==> src/rtl/sram_write_packer.sv <==
// Packs pairs of DATA_WIDTH elements into SRAM words and writes them at incrementing addresses.
// Define SRAM_WR_HALF_SWAP_EN to put even elements in the high half and odd elements in the low half.
module sram_write_packer #(
  parameter int MAX_ADDR_WIDTH = 16,
  parameter int SRAM_WIDTH_O   = 64,
  parameter int DATA_WIDTH     = 32,
  parameter int LEN_WIDTH      = 16
) (
  input  logic                      clk_i,
  input  logic                      rst_i,
  input  logic                      start_i,
  input  logic [MAX_ADDR_WIDTH-1:0] base_addr_i,
  input  logic [LEN_WIDTH-1:0]      len_i,
  input  logic                      s_valid_i,
  input  logic [DATA_WIDTH-1:0]     s_data_i,
  output logic                      s_ready_o,
  output logic                      sram_en_o,
  output logic                      sram_we_o,
  output logic [MAX_ADDR_WIDTH-1:0] sram_addr_o,
  output logic [SRAM_WIDTH_O-1:0]   sram_data_o,
  output logic                      busy_o,
  output logic                      done_o
);

  typedef enum logic [1:0] {
    IDLE,
    RUN,
    FLUSH,
    DONE
  } state_t;

  state_t                    state_q, state_d;
  logic [MAX_ADDR_WIDTH-1:0] addr_q, addr_d;
  logic [LEN_WIDTH-1:0]      len_q, len_d;
  logic [LEN_WIDTH-1:0]      cnt_q, cnt_d;
  logic [LEN_WIDTH-1:0]      cnt_inc;
  logic [DATA_WIDTH-1:0]     lo_q, lo_d;
  logic [SRAM_WIDTH_O-1:0]   data_q, data_d;
  logic                      en_q, en_d;
  logic [SRAM_WIDTH_O-1:0]   pair_w;
  logic [SRAM_WIDTH_O-1:0]   tail_w;
  logic [DATA_WIDTH-1:0]     zero_w;
  logic                      accept;
  logic                      last;

  assign zero_w = {DATA_WIDTH{1'b0}};

`ifdef SRAM_WR_HALF_SWAP_EN
  assign pair_w = {lo_q, s_data_i};
  assign tail_w = {s_data_i, zero_w};
`else
  assign pair_w = {s_data_i, lo_q};
  assign tail_w = {zero_w, s_data_i};
`endif

  assign s_ready_o   = (state_q == RUN) && (cnt_q < len_q);
  assign accept      = s_valid_i && s_ready_o;
  assign cnt_inc     = cnt_q + 1'b1;
  assign last        = (cnt_inc == len_q);
  assign sram_en_o   = en_q;
  assign sram_we_o   = en_q;
  assign sram_addr_o = addr_q;
  assign sram_data_o = data_q;
  assign busy_o      = (state_q != IDLE);
  assign done_o      = (state_q == DONE);

  always_comb begin
    state_d = state_q;
    addr_d  = addr_q;
    len_d   = len_q;
    cnt_d   = cnt_q;
    lo_d    = lo_q;
    data_d  = data_q;
    en_d    = 1'b0;
    // address advances once the write it labelled has gone out
    if (en_q) begin
      addr_d = addr_q + 1'b1;
    end
    unique case (state_q)
      IDLE: begin
        if (start_i) begin
          addr_d  = base_addr_i;
          len_d   = len_i;
          cnt_d   = '0;
          lo_d    = '0;
          state_d = (len_i == '0) ? DONE : RUN;
        end
      end
      RUN: begin
        if (accept) begin
          cnt_d = cnt_inc;
          if (!cnt_q[0]) begin
            lo_d = s_data_i;
            if (last) begin
              data_d  = tail_w;
              en_d    = 1'b1;
              state_d = FLUSH;
            end
          end else begin
            data_d = pair_w;
            en_d   = 1'b1;
          end
        end else if (cnt_q == len_q) begin
          state_d = DONE;
        end
      end
      FLUSH: begin
        state_d = DONE;
      end
      DONE: begin
        state_d = IDLE;
      end
    endcase
  end

  always_ff @(posedge clk_i or posedge rst_i) begin
    if (rst_i) begin
      state_q <= IDLE;
      addr_q  <= '0;
      len_q   <= '0;
      cnt_q   <= '0;
      lo_q    <= '0;
      data_q  <= '0;
      en_q    <= 1'b0;
    end else begin
      state_q <= state_d;
      addr_q  <= addr_d;
      len_q   <= len_d;
      cnt_q   <= cnt_d;
      lo_q    <= lo_d;
      data_q  <= data_d;
      en_q    <= en_d;
    end
  end

endmodule

==> config.mk <==
export PLATFORM = sky130hd
export DESIGN_NAME = sram_write_packer
export DESIGN_NICKNAME = d
export VERILOG_FILES = /design/src/rtl/sram_write_packer.sv
export SDC_FILE = /design/constraint.sdc
export NUM_CORES = 1
export LEC_CHECK = 0
export CAP_MARGIN = 5
export CORE_UTILIZATION = 40
export CTS_BUF_LIST = sky130_fd_sc_hd__clkbuf_2
export DETAILED_ROUTE_END_ITERATION = 10
export PLACE_DENSITY_LB_ADDON = 0.05
export SETUP_SLACK_MARGIN = 0.05
export SYNTH_ARGS = -nofsm -noshare
export SYNTH_HDL_FRONTEND = slang
export SYNTH_SLANG_ARGS = --single-unit
export TNS_END_PERCENT = 100
==> constraint.sdc <==
create_clock -name clk_i -period 5.91 [get_ports clk_i]
set_clock_uncertainty 0.1 [all_clocks]
set_input_delay 0.591 -clock clk_i [delete_from_list [all_inputs] [get_ports clk_i]]
set_output_delay 0.591 -clock clk_i [all_outputs]
set_load 0.005 [all_outputs]
==> results by group <==
Layout
  • Area Overhead vs Synth: 23.40%
  • Layout fillers: 1833
  • Fin nets: just under 1000
  • Total area of sequential cells: between 3000 and 4000 um2
  • Area of the multi-input gates: between 3000 and 4000 um2
  • Most common cell after layout, fill and taps aside: clkdlybuf4s50_1
  • Design area: around 9900 um2
  • Share of cells above drive strength 1: 0.1186
  • Most frequent cells in the layout: 152 x clkdlybuf4s50_1, 147 x dfrtp_1, 102 x nand2_1

Clock network
  • Clock Sinks: 147
  • CTS tree: yes
  • # Post-CTS Setup Buffers: 0
  • CTS Buffer Depth: 2
  • Htree depth: 4
  • Hold_buf cts: 0
  • Post-cts resize count: 0
  • Clk slew on worst S/H paths: about 0.25 ns
  • CTS buffer count: 17
  • Worst-Skew Late Latency: approximately 0.72 ns
  • Clock Root Buffer: clkbuf_2

Timing
  • Setup ws final: between 1 and 1.5 ns
  • Tcrit/Tclk final: 0.7991
  • Rel. slew slack: 0.3367
  • Worst-Margin Slew: 0.9912 ns
  • Final Hold Vio Count: 0
  • Setup TNS: 0 ns
  • Max Clock Freq: between 200 and 250 MHz
  • Hold slack: about 0.27 ns
  • RSZ-0062 raised after global routing: no
  • Final setup fails: 0
  • Max-slew violation count: 0
  • Final min period: approximately 4.7 ns

Yosys
  • Async set-reset flop share out of synthesis: 1.000
  • Net Count, Synth: between 800 and 900
  • Flops & latches, synth: between 100 and 150
  • Main synth FF type: dfrtp_1
  • Synth Area per Inst: between 10 and 15 um2
  • Seq/Total Area, Yosys: 0.4593
  • Syn Std Cell Area: around 8000 um2
  • Post-synthesis cell count: 786
  • EDFF count, synth: 0
  • Unique cell type count in the Yosys netlist: 67
  • Synth warn: 0

GRT
  • GRT Resource Usage Total: 0.2165
  • Initial antenna violation count: 1
  • GRT overflow: 0
  • Met2 GRT Util: 0.3521
  • Largest net degree at the start of global routing: 95
  • Vias in the first global route: between 6000 and 7000
  • Met3 Track Usage GR: 0.04932
  • Met1 Usage GRT: 0.2864
  • GRT busiest layer: met2
  • First-pass GRT wire length: between 30000 and 40000 um

Route
  • Post-DR vias/cell: between 5 and 6
  • Initial DRC count: around 440
  • Antenna-violating nets left: 0
  • Vias: around 6500
  • DR WL/cell: 18.16 um
  • 1st-pass router iterations: 6
  • Detailed Route WL: approximately 22000 um
  • Post-route DRC: 0

Worst setup path
  • Crit start category: flop
  • R2r setup slk: 1.40 ns
  • Data required time at the worst endpoint: between 5 and 6 ns
  • R2r startpoint: cnt_q[0]$_DFFE_PP0P_
  • CP Capture Type: output port
  • Slowest CP cell: dfrtp_1
  • Critical Path AT: between 4 and 5 ns
  • FF-to-FF End: sram_data_o[29]$_DFFE_PP0P_
  • CP Max Fanout: 36
  • Critical path class: reg2out
  • Slowest stage delay, CP: 1.01 ns
  • Worst path cell trace: inv_2 -> ha_1 -> nor2b_1 -> o211ai_1 -> a2111o_1 -> and3_1 -> and2_1 -> clkdlybuf4s50_1
  • CP Capture Point: s_ready_o
  • Crit path from: cnt_q[0]$_DFFE_PP0P_
  • R2R cell count: 10

Pwr
  • Total power: 1.759 mW
  • Power density cells: between 150 and 200 nW/um2
  • Max VDD drop: 145.5 uV
  • Lkg Pwr: around 4.3 nW

Status
  • Status: complete, no violations

Place
  • DP HPWL: between 10000 and 15000 um
  • Post-DP Area: 9599 um2
  • Pre-CTS WS: roughly 1.4 ns
  • IO Port Bufs: ~150
  • Final GP Congestion: approximately 0.90

Die
  • Initial Utilization: 0.4102
  • Die footprint: ~21000 um2
  • Core footprint: a little under 20000 um2
  • Die width: ~140 um
  • I/O pin total: 153
  • Row cnt: 51
  • Die height: 143.5 um

Hold path
  • HP Class: in2async

Job
  • Max cap viols: 0
[how the worst min path moves through the flow]
| stage | start | endpoint | slack, ns |
|---|---|---|---|
| 5_1_grt | s_data_i[14] | lo_q[14]$_DFFE_PP0P_ | 0.23 |
| 2_1_floorplan | lo_q[0]$_DFFE_PP0P_ | lo_q[0]$_DFFE_PP0P_ | 0.37 |
| 3_5_place_dp | lo_q[11]$_DFFE_PP0P_ | lo_q[11]$_DFFE_PP0P_ | 0.39 |
| 4_1_cts | base_addr_i[7] | sram_addr_o[7]$_DFF_PP0_ | 0.25 |
| 6_report | rst_i | sram_addr_o[7]$_DFF_PP0_ | 0.27 |
| 3_3_place_gp | lo_q[31]$_DFFE_PP0P_ | lo_q[31]$_DFFE_PP0P_ | 0.38 |
[metrics by stage]
step	instances	utilization
2_1_floorplan	786	-
3_3_place_gp	1152	0.4916
3_5_place_dp	1152	0.4916
4_1_cts	1184	0.5060
5_1_grt	1185	0.5062
6_report	1185	0.5062
[critical path, delay by kind of cell, from the launching register on]
kind,cells,cell delay (ns)
compound gates,2,0.48
fa+ha+maj,1,0.35
buf+inv,2,1.01
flops,1,1.01
simple gates,3,0.45
[cells by family after synthesis]
group | share of synthesized area
AND/OR/NAND/NOR | 0.1694
AO/OA/AOI/OAI | 0.1947
flip-flops | 0.4593
buffers and inverters | 0.05546
XOR/XNOR | 0.04265
multiplexers | 0.04577
adder cells (fa/ha/maj) | 0.03281
[cell type report]
| type | instances | area share |
|---|---|---|
| timing repair buffer | 161 | 0.1608 |
| clock buffer | 18 | 0.009115 |
| antenna | 1 | 0.0002532 |
| clock inverter | 14 | 0.01937 |
| tap | 265 | 0.03355 |
| multi-input combinational | 554 | 0.3942 |
| inverter | 25 | 0.01051 |
| sequential | 147 | 0.3722 |
[sequential cells by signal (all words and copies together) (netlist names)]
signal	cells
sram_data_o	64
lo_q	32
len_q	16
sram_en_o	1
cnt_q	16
state_q	2
sram_addr_o	16
[synthesized netlist by cell type, drive strengths merged (7+ instances only)]
master | n | share of area
nor2 | 74 | 0.035
nand4 | 12 | 0.012
nor3 | 9 | 0.0070
and3 | 8 | 0.0062
nand3 | 46 | 0.032
mux2 | 26 | 0.037
xnor2 | 24 | 0.026
nor4 | 11 | 0.012
o2bb2ai | 32 | 0.035
a21oi | 30 | 0.019
or3 | 7 | 0.0055
inv | 25 | 0.012
a2bb2oi | 32 | 0.058
nand2 | 103 | 0.048
dfrtp | 147 | 0.46
clkbuf | 33 | 0.015
a22o | 32 | 0.035
mux2i | 7 | 0.0087
ha | 21 | 0.033
buf | 27 | 0.028
xor2 | 15 | 0.016
o21ai | 17 | 0.012
[power breakdown]
group | internal, mW | leakage [nW] | switching, mW | total (mW)
clock | 0.253 | 0.162 | 0.412 | 0.665
combinational | 0.0427 | 2.23 | 0.0434 | 0.0862
sequential | 1.01 | 1.93 | 0 | 1.01
total | 1.30 | 4.32 | 0.455 | 1.76
[routing by layer]
metal / vias to the layer above / part of all wire
met2: 224 / 0.48
met3: 35 / 0.058
met1: 3179 / 0.45
met4: 0 / 0.018
met5: - / 0
li1: 3051 / -
Note: power is estimated with default switching activity, not from simulation.
